[src/rtl/pipe_hazard_ctrl_if.sv]
// Handshake bundle between the pipeline datapath (master) and the hazard controller (slave).
// It carries the ID/EX hazard inputs and the stall/flush/hold control outputs.
interface pipe_hazard_ctrl_if;
  logic [4:0] id_rs;
  logic [4:0] id_rt;
  logic       id_uses_rs;
  logic       id_uses_rt;
  logic       ex_mem_read;
  logic [4:0] ex_rt;
  logic       ex_branch_taken;
  logic       ex_mdu_start;
  logic       pc_write;
  logic       if_id_write;
  logic       if_id_flush;
  logic       id_ex_flush;
  logic       ex_hold;
  logic       mdu_done;

  modport master (
    output id_rs, id_rt, id_uses_rs, id_uses_rt, ex_mem_read, ex_rt,
           ex_branch_taken, ex_mdu_start,
    input  pc_write, if_id_write, if_id_flush, id_ex_flush, ex_hold, mdu_done
  );

  modport slave (
    input  id_rs, id_rt, id_uses_rs, id_uses_rt, ex_mem_read, ex_rt,
           ex_branch_taken, ex_mdu_start,
    output pc_write, if_id_write, if_id_flush, id_ex_flush, ex_hold, mdu_done
  );
endinterface

[src/rtl/pipe_hazard_ctrl.sv]
// Pipeline hazard controller: load-use stall, taken-branch flush and multi-cycle MDU hold.
// Defining PIPE_HAZARD_STATS_EN adds the stall_cycles / flush_count statistics outputs.
`ifndef IF_ID_WRITE_ON
`define IF_ID_WRITE_ON 1'b1
`endif
`ifndef IF_ID_WRITE_OFF
`define IF_ID_WRITE_OFF 1'b0
`endif
`ifndef IF_ID_FLUSH_ON
`define IF_ID_FLUSH_ON 1'b1
`endif
`ifndef IF_ID_FLUSH_OFF
`define IF_ID_FLUSH_OFF 1'b0
`endif

module pipe_hazard_ctrl #(
  parameter int MDU_LATENCY = 32
) (
  input  logic                clk,
  input  logic                reset,
  pipe_hazard_ctrl_if.slave   hz
`ifdef PIPE_HAZARD_STATS_EN
  ,
  output logic [31:0]         stall_cycles,
  output logic [31:0]         flush_count
`endif
);

  typedef enum logic [1:0] {
    RUN      = 2'd0,
    MDU_BUSY = 2'd1,
    MDU_DONE = 2'd2
  } state_t;

  localparam logic [7:0] LAT_M1 = 8'(MDU_LATENCY - 1);

  state_t     state_r;
  logic [7:0] cnt_r;
  logic       load_use_s;
  logic       pc_write_s;
  logic       if_id_write_s;
  logic       if_id_flush_s;
  logic       id_ex_flush_s;
  logic       ex_hold_s;
  logic       mdu_done_s;

  // Load-use detection; register 0 is hardwired and never creates a dependency.
  always_comb begin
    load_use_s = hz.ex_mem_read && (hz.ex_rt != 5'd0) &&
                 ((hz.id_uses_rs && (hz.id_rs == hz.ex_rt)) ||
                  (hz.id_uses_rt && (hz.id_rt == hz.ex_rt)));
  end

  // Control outputs decoded from the current state and this cycle's hazard inputs.
  always_comb begin
    pc_write_s    = 1'b1;
    if_id_write_s = `IF_ID_WRITE_ON;
    if_id_flush_s = `IF_ID_FLUSH_OFF;
    id_ex_flush_s = 1'b0;
    ex_hold_s     = 1'b0;
    mdu_done_s    = 1'b0;
    case (state_r)
      MDU_BUSY: begin
        pc_write_s    = 1'b0;
        if_id_write_s = `IF_ID_WRITE_OFF;
        ex_hold_s     = 1'b1;
      end
      RUN, MDU_DONE: begin
        mdu_done_s = (state_r == MDU_DONE);
        if (hz.ex_branch_taken) begin
          if_id_flush_s = `IF_ID_FLUSH_ON;
          id_ex_flush_s = 1'b1;
        end else if (load_use_s) begin
          pc_write_s    = 1'b0;
          if_id_write_s = `IF_ID_WRITE_OFF;
          id_ex_flush_s = 1'b1;
        end else begin
          pc_write_s    = 1'b1;
          if_id_write_s = `IF_ID_WRITE_ON;
        end
      end
      default: begin
        pc_write_s    = 1'b1;
        if_id_write_s = `IF_ID_WRITE_ON;
      end
    endcase
  end

  // State machine and MDU busy down-counter; a taken branch suppresses an MDU start.
  always_ff @(posedge clk or negedge reset) begin
    if (!reset) begin
      state_r <= RUN;
      cnt_r   <= 8'd0;
    end else begin
      case (state_r)
        RUN: begin
          if (!hz.ex_branch_taken && hz.ex_mdu_start) begin
            state_r <= MDU_BUSY;
            cnt_r   <= LAT_M1;
          end else begin
            state_r <= RUN;
            cnt_r   <= 8'd0;
          end
        end
        MDU_BUSY: begin
          if (cnt_r <= 8'd1) begin
            state_r <= MDU_DONE;
            cnt_r   <= 8'd0;
          end else begin
            state_r <= MDU_BUSY;
            cnt_r   <= cnt_r - 8'd1;
          end
        end
        MDU_DONE: begin
          state_r <= RUN;
          cnt_r   <= 8'd0;
        end
        default: begin
          state_r <= RUN;
          cnt_r   <= 8'd0;
        end
      endcase
    end
  end

  assign hz.pc_write    = pc_write_s;
  assign hz.if_id_write = if_id_write_s;
  assign hz.if_id_flush = if_id_flush_s;
  assign hz.id_ex_flush = id_ex_flush_s;
  assign hz.ex_hold     = ex_hold_s;
  assign hz.mdu_done    = mdu_done_s;

`ifdef PIPE_HAZARD_STATS_EN
  // Free-running statistics; both counters wrap naturally at 32 bits.
  always_ff @(posedge clk or negedge reset) begin
    if (!reset) begin
      stall_cycles <= 32'd0;
      flush_count  <= 32'd0;
    end else begin
      if (!pc_write_s) begin
        stall_cycles <= stall_cycles + 32'd1;
      end else begin
        stall_cycles <= stall_cycles;
      end
      if (if_id_flush_s == `IF_ID_FLUSH_ON) begin
        flush_count <= flush_count + 32'd1;
      end else begin
        flush_count <= flush_count;
      end
    end
  end
`endif

endmodule

[src/flat_wrapper.sv]
// flat-port wrapper written by rule: the top's interface ports become plain ports
module pipe_hazard_ctrl_flat 
#(
  parameter int MDU_LATENCY = 32
)
  (clk, reset, hz_id_rs, hz_id_rt, hz_id_uses_rs, hz_id_uses_rt, hz_ex_mem_read, hz_ex_rt, hz_ex_branch_taken, hz_ex_mdu_start, hz_pc_write, hz_if_id_write, hz_if_id_flush, hz_id_ex_flush, hz_ex_hold, hz_mdu_done);
  pipe_hazard_ctrl_if hz_i ();
  input  logic clk;
  input  logic reset;
  input wire logic [$bits(hz_i.id_rs)-1:0] hz_id_rs;
  input wire logic [$bits(hz_i.id_rt)-1:0] hz_id_rt;
  input wire logic [$bits(hz_i.id_uses_rs)-1:0] hz_id_uses_rs;
  input wire logic [$bits(hz_i.id_uses_rt)-1:0] hz_id_uses_rt;
  input wire logic [$bits(hz_i.ex_mem_read)-1:0] hz_ex_mem_read;
  input wire logic [$bits(hz_i.ex_rt)-1:0] hz_ex_rt;
  input wire logic [$bits(hz_i.ex_branch_taken)-1:0] hz_ex_branch_taken;
  input wire logic [$bits(hz_i.ex_mdu_start)-1:0] hz_ex_mdu_start;
  output wire logic [$bits(hz_i.pc_write)-1:0] hz_pc_write;
  output wire logic [$bits(hz_i.if_id_write)-1:0] hz_if_id_write;
  output wire logic [$bits(hz_i.if_id_flush)-1:0] hz_if_id_flush;
  output wire logic [$bits(hz_i.id_ex_flush)-1:0] hz_id_ex_flush;
  output wire logic [$bits(hz_i.ex_hold)-1:0] hz_ex_hold;
  output wire logic [$bits(hz_i.mdu_done)-1:0] hz_mdu_done;
  assign hz_i.id_rs = hz_id_rs;
  assign hz_i.id_rt = hz_id_rt;
  assign hz_i.id_uses_rs = hz_id_uses_rs;
  assign hz_i.id_uses_rt = hz_id_uses_rt;
  assign hz_i.ex_mem_read = hz_ex_mem_read;
  assign hz_i.ex_rt = hz_ex_rt;
  assign hz_i.ex_branch_taken = hz_ex_branch_taken;
  assign hz_i.ex_mdu_start = hz_ex_mdu_start;
  assign hz_pc_write = hz_i.pc_write;
  assign hz_if_id_write = hz_i.if_id_write;
  assign hz_if_id_flush = hz_i.if_id_flush;
  assign hz_id_ex_flush = hz_i.id_ex_flush;
  assign hz_ex_hold = hz_i.ex_hold;
  assign hz_mdu_done = hz_i.mdu_done;
  pipe_hazard_ctrl #(.MDU_LATENCY(MDU_LATENCY)) u_core (.clk(clk), .reset(reset), .hz(hz_i));
endmodule
[config.mk]
export PLATFORM = sky130hd
export DESIGN_NAME = pipe_hazard_ctrl_flat
export DESIGN_NICKNAME = d
export VERILOG_FILES = /design/src/rtl/pipe_hazard_ctrl_if.sv /design/src/rtl/pipe_hazard_ctrl.sv /design/src/flat_wrapper.sv
export SDC_FILE = /design/constraint.sdc
export NUM_CORES = 1
export LEC_CHECK = 0
export CAP_MARGIN = 25
export CORE_MARGIN = 8
export CORE_UTILIZATION = 43
export CTS_CLUSTER_SIZE = 16
export DETAILED_ROUTE_END_ITERATION = 6
export GPL_ROUTABILITY_DRIVEN = 0
export GPL_TIMING_DRIVEN = 0
export PLACE_DENSITY = 0.8
export SYNTH_ARGS = -nofsm -noshare
export SYNTH_HDL_FRONTEND = slang
export SYNTH_SLANG_ARGS = --single-unit
[constraint.sdc]
create_clock -name clk -period 3.4 [get_ports clk]
set_input_delay 0.85 -clock clk [delete_from_list [all_inputs] [get_ports clk]]
set_output_delay 0.85 -clock clk [all_outputs]
set_load 0.01 [all_outputs]
==> qor.yml, run 1 <==
status:
  status: "completed"
yosys:
  yosysUniqueCellTypes: 24
  synth_edf_count: 0
  ys_top_cells_by_area: "dfrtp_1 39%, xnor2_1 20%, nor2_1 4.7%"
  yosys_warnings: 0
  syn_area_sq_um: 643
  postSynthAreaPerCell_sq_um: 9.46
  synth.top_cells.by_count: "15 x xnor2_1, 10 x dfrtp_1, 8 x nor2_1"
  seq_area_frac_synth: 0.389
  synth_cells: 68
  yosysTopAreaCell: "dfrtp_1"
  synth-seq-cells: 10
  synthFlopType: "dfrtp_1"
  synth-async-reset-ratio: 1.00
  synth_top_cell_area_share: 0.389
  yosysMostFrequentCell: "xnor2_1"
  syn-num-nets: 92
place:
  dpl_cell_area_sq_um: 933
  portBuffers: 27
  dp_hpwl_mm: 1.35
  placed_cells: 111
sta:
  setup_viol: 0
  period_needed_ns: 3.29
  post-route-period-util: 0.969
  hold_ws_ns: 0.567
  slew_violations: 0
  clock_skew_ns: 0.00301
  tightest_slew_ns: 0.424
  hold_violations: 0
  rsz0062_at_grt: "false"
  fmax_mhz: 304
  relSlewSlack: 0.716
route:
  routed_wl_mm: 1.69
  dr_total_vias: 588
  drc: 0
  viasPerCell: 5.11
  ant_nets: 0
  detail_route.iter0.violations: 16
  drt-pass1-iter-count: 4
  post_drt_wl_per_cell_microns: 14.7
floorplanning:
  initial_utilization: 0.442
  ios: 28
  rows: 14
  die_w_microns: 54.7
  die_area_sq_um: 2990
  core_sq_um: 1450
  die_h_microns: 54.7
global_route:
  grt_max_degree: 11
  antenna_found_initial: 0
  grt_use_total: 0.131
  grt_first_pass_wirelength_mm: 2.90
  overflow: 0
  first_global_vias: 623
layout:
  drive_gt1_frac: 0.101
  fin_cells: 115
  stdcell_area_sq_um: 987
  syn_to_final_growth_pct: 53.5
  num-fill-cells: 132
  finalNetCount: 124
  diodes: 0
critical_path:
  cp.required_ns: 2.55
  reg2reg_from: "u_core.cnt_r[3]"
  cp_max_fo: 3
  crit_chain: "clkdlybuf4s50_1 > xnor2_1 > nand4_1 > o22ai_2 > a41oi_2 > buf_4 > dlygate4sd2_1"
  path_class: "in -> out"
  r2r_setup_slack_ns: 1.65
  critPathLaunch: "hz_ex_rt[3]"
  crit_slowest_cell: "clkdlybuf4s50_1"
  max_stage_delay_ns: 0.53
  r2r_cells: 5
  cp-start-kind: "primary input"
  crit_arrival_ns: 2.44
  rr_endpoint: "u_core.cnt_r[2]"
  cp-end-kind: "primary output"
clocking:
  cts_sinks: 10
  cts-hold-fix-buffers: 0
  cts_tree: "built"
  htreeDepth: 1
  clk_pin_slew_ns: 0.06
  cts_buffers: 3
  cts_buffer_depth: 2
  cts_root_buf: "clkbuf_4"
  cts_setup_buffers: 0
  worstSkewPairLatency_ns: 0.27
worst_hold_path:
  hp-class: "reg -> reg"
  hold_start: "u_core.cnt_r[0]"
  whs_path_depth: 1
  hold_end: "u_core.cnt_r[0]"
power:
  power.density_nw_per_um2: 767
  ir_worst_vdd_v: 0.000440
  p_leak_nw: 0.429
job:
  cap_violations: 0
## logic make-up after synthesis
kind of cell             Yosys count  synth area share
AND/OR/NAND/NOR                   26             0.224
XOR/XNOR                          16             0.218
flip-flops                        10             0.389
AO/OA/AOI/OAI                      8            0.0778
buffers and inverters              6            0.0525
adder cells (fa/ha/maj)            2            0.0389
## cell type report
type                       instances  area, sq um  area share
multi-input combinational         52          373       0.378
timing repair buffer              27          274       0.278
sequential                        10          250       0.253
clock buffer                       4         36.3      0.0368
tap                               16         20.0      0.0203
buffer                             2         18.8      0.0190
inverter                           4         15.0      0.0152
## worst max path at each step
stage                                end  cells after the start
after floorplan              hz_pc_write                      5
after global placement       hz_pc_write                      7
after detailed placement     hz_pc_write                      7
after CTS                 hz_if_id_write                      6
after global routing         hz_pc_write                      7
final                        hz_pc_write                      7
## placed cells by master (no fill, tap or decap)
| master | count |
|---|---|
| o21ai_1 | 5 |
| and2_1 | 1 |
| nor4_2 | 1 |
| a41oi_2 | 1 |
| nor2_1 | 8 |
| or3_1 | 1 |
| buf_6 | 1 |
| xnor2_1 | 15 |
| dlygate4sd2_1 | 3 |
| xor2_1 | 1 |
| nand2_1 | 4 |
| ha_1 | 2 |
| clkdlybuf4s50_1 | 21 |
| clkbuf_8 | 1 |
| buf_4 | 1 |
| nand2b_1 | 1 |
| nor3_1 | 2 |
| nor4_1 | 1 |
| a41o_1 | 1 |
| nor3b_1 | 1 |
| nand4_1 | 2 |
| nor2b_1 | 2 |
| nand3b_1 | 1 |
| dfrtp_1 | 10 |
| inv_1 | 4 |
| o22ai_2 | 1 |
| dlymetal6s2s_1 | 3 |
| or4_4 | 1 |
| clkbuf_4 | 3 |
## metrics by stage
stage,utilization,setup WS [ns],TNS [ns],power [mW]
2_1_floorplan,-,0.867,0,0.510
3_3_place_gp,0.642,-0.142,-0.214,0.645
3_5_place_dp,0.642,-0.200,-0.362,0.656
4_1_cts,0.674,0.0221,0,0.770
5_1_grt,0.679,0.00354,0,0.833
6_report,0.679,0.106,0,0.757
## critical path: cells and delay by family
family,cells,cell delay [ns]
and+or+nand+nor,1,0.12
xor gates and xnor gates,1,0.13
AOI/OAI and AO/OA,2,0.38
buffers and inverters,3,0.96
## report_power, final
part           internal (mW)  switching (mW)
Clock                 0.0651          0.0414
Sequential             0.174          0.0527
Combinational          0.231           0.193
Total                  0.470           0.287
## repair_timing
item | CTS | global route
setup endpoints to repair | 3 | 2
pin swaps | 1 | 2
resized for setup | 5 | 3
## state kept, by name, summed over array words and instances (netlist names)
register	flops
u_core.cnt_r	8
u_core.state_r	2
## layer usage
metal	GRT usage	up-vias	part of all wire
li1	-	288	-
met1	0.146	273	0.41
met2	0.225	22	0.49
met3	0.0245	5	0.084
met4	0.0779	0	0.021
met5	0	-	0
(Power assumes the default switching activity.)
==> run 2, diff against run 1 <==
--- a/config.mk
+++ b/config.mk
@@ -13,6 +13,7 @@
 export GPL_ROUTABILITY_DRIVEN = 0
 export GPL_TIMING_DRIVEN = 0
 export PLACE_DENSITY = 0.8
+export SLEW_MARGIN = 20
 export SYNTH_ARGS = -nofsm -noshare
 export SYNTH_HDL_FRONTEND = slang
 export SYNTH_SLANG_ARGS = --single-unit
==> results of run 2 <==
Same layout as run 1: the final DEF is identical, and so are final timing and power.
==> run 3, diff against run 2 <==
--- a/config.mk
+++ b/config.mk
@@ -13,6 +13,7 @@
 export GPL_ROUTABILITY_DRIVEN = 0
 export GPL_TIMING_DRIVEN = 0
 export PLACE_DENSITY = 0.8
+export SKIP_CTS_REPAIR_TIMING = 1
 export SLEW_MARGIN = 20
 export SYNTH_ARGS = -nofsm -noshare
 export SYNTH_HDL_FRONTEND = slang
==> run 3 against run 2 <==
Power up 1.2%. Worst hold slack about the same. Sequential share of layout area down 0.60 points. Cell count up 0.87%. Combinational power up 2%. Sequential power about the same. Setup slack better by 0.077 ns. Fmax up 2.4%. Critical path depth up 1. Critical path type unchanged. Critical endpoint unchanged. Largest cell class unchanged. Largest power group unchanged.
==> qor.yml, run 3 (synthesized netlist as in run 1, its figures left out) <==
power:
  ir_worst_vdd_v: 0.000453
  total_power_mw: 0.767
  power.density_nw_per_um2: 758
  p_leak_nw: 0.477
clocking:
  cts_root_buf: "clkbuf_4"
  cts_tree: "built"
  htreeDepth: 1
  worstSkewPairLatency_ns: 0.27
  cts_buffers: 3
  cts_buffer_depth: 2
  clk_pin_slew_ns: 0.06
  cts_sinks: 10
sta:
  setup_viol: 0
  clock_skew_ns: 0.00284
  slew_violations: 0
  fmax_mhz: 311
  period_needed_ns: 3.22
  rsz0062_at_grt: "false"
  tightest_slew_ns: 0.426
  relSlewSlack: 0.715
  hold_violations: 0
  fin_ws_ns: 0.183
  post-route-period-util: 0.946
  fin_tns_setup_ns: 0
  hold_ws_ns: 0.568
worst_hold_path:
  hp-class: "reg -> reg"
route:
  drc: 0
  dr_total_vias: 594
  post_drt_wl_per_cell_microns: 15.1
  routed_wl_mm: 1.75
  viasPerCell: 5.12
  ant_nets: 0
  detail_route.iter0.violations: 15
  drt-pass1-iter-count: 4
layout:
  layout_common_cells: "19 x clkdlybuf4s50_1, 15 x xnor2_1, 10 x dfrtp_1"
  largest_reg_flops: 8
  diodes: 0
  seqCellArea_sq_um: 250
  mostFrequentLayoutCell: "clkdlybuf4s50_1"
  multi_input_area_sq_um: 373
  largest_registers: "u_core.cnt_r x8, u_core.state_r x2"
  regMostFlops: "u_core.cnt_r"
  finalNetCount: 125
  drive_gt1_frac: 0.110
  num-fill-cells: 126
  syn_to_final_growth_pct: 57.2
global_route:
  overflow: 0
  global_route.usage.met3: 0.0245
  use_met1: 0.141
  use_met2: 0.223
  grt_first_pass_wirelength_mm: 2.85
  grt_max_degree: 11
  busiest_layer: "met2"
  first_global_vias: 629
  antenna_found_initial: 0
  grt_use_total: 0.129
critical_path:
  cp-end-kind: "primary output"
  crit_slowest_cell: "clkdlybuf4s50_1"
  cp.required_ns: 2.55
  cp-start-kind: "primary input"
  max_stage_delay_ns: 0.41
  cp_max_fo: 2
  crit_buf_inv: 4
  crit_family: "buffers and inverters"
  crit_arrival_ns: 2.37
  path_class: "in -> out"
  crit_chain: "clkdlybuf4s50_1 > xnor2_1 > nand4_1 > o22ai_2 > buf_4 > a41oi_2 > buf_4 > dlymetal6s2s_1"
  crit_top_cell: "buf_4"
floorplanning:
  die_h_microns: 54.7
  initial_utilization: 0.442
  ios: 28
  rows: 14
  die_w_microns: 54.7
  core_sq_um: 1450
  die_area_sq_um: 2990
place:
  dp_slack_ns: -0.200
  portBuffers: 27
  dp_hpwl_mm: 1.35
status:
  status: "completed"
job:
  cap_violations: 0
-- run 3: worst paths after layout --
path	from	to	slack (ns)	cells past startpoint
min in group asynchronous	reset	u_core.cnt_r[3]	0.88	1
max	hz_id_rs[4]	hz_pc_write	0.18	8
max in group asynchronous	reset	u_core.cnt_r[7]	2.22	1
max reg2reg	u_core.cnt_r[3]	u_core.cnt_r[2]	1.66	5
min	u_core.cnt_r[5]	u_core.cnt_r[5]	0.57	2
min reg2reg	u_core.cnt_r[5]	u_core.cnt_r[5]	0.57	2
-- run 3: cell type report --
class | count | share of cell area
Clock buffer | 4 | 0.0359
Inverter | 4 | 0.0149
Sequential cell | 10 | 0.248
Buffer | 2 | 0.0186
Tap cell | 16 | 0.0198
Timing Repair Buffer | 28 | 0.295
Multi-Input combinational cell | 52 | 0.369
-- run 3: worst register-to-register path, cell delays in order, from the launching register on --
cell	delay, ns
dfrtp_1	0.42
or4_4	0.56
nor4_2	0.27
nand2b_1	0.16
buf_6	0.13
o21ai_1	0.08
-- run 3: metrics by stage --
stage	util	cells	area, sq um
final	0.695	116	1010
after global routing	0.695	116	1010
after CTS	0.667	115	970
after detailed placement	0.642	111	933
after global placement	0.642	111	933
after floorplan	-	68	643
-- run 3: layer usage --
metal,vias up,routed length [microns]
met5,-,0
met4,0,42
met3,5,156
met2,24,858
met1,274,695
li1,291,-
-- run 3: power by group --
group          internal, mW  switching (mW)
combinational         0.236           0.197
sequential            0.174          0.0531
clock                0.0651          0.0410
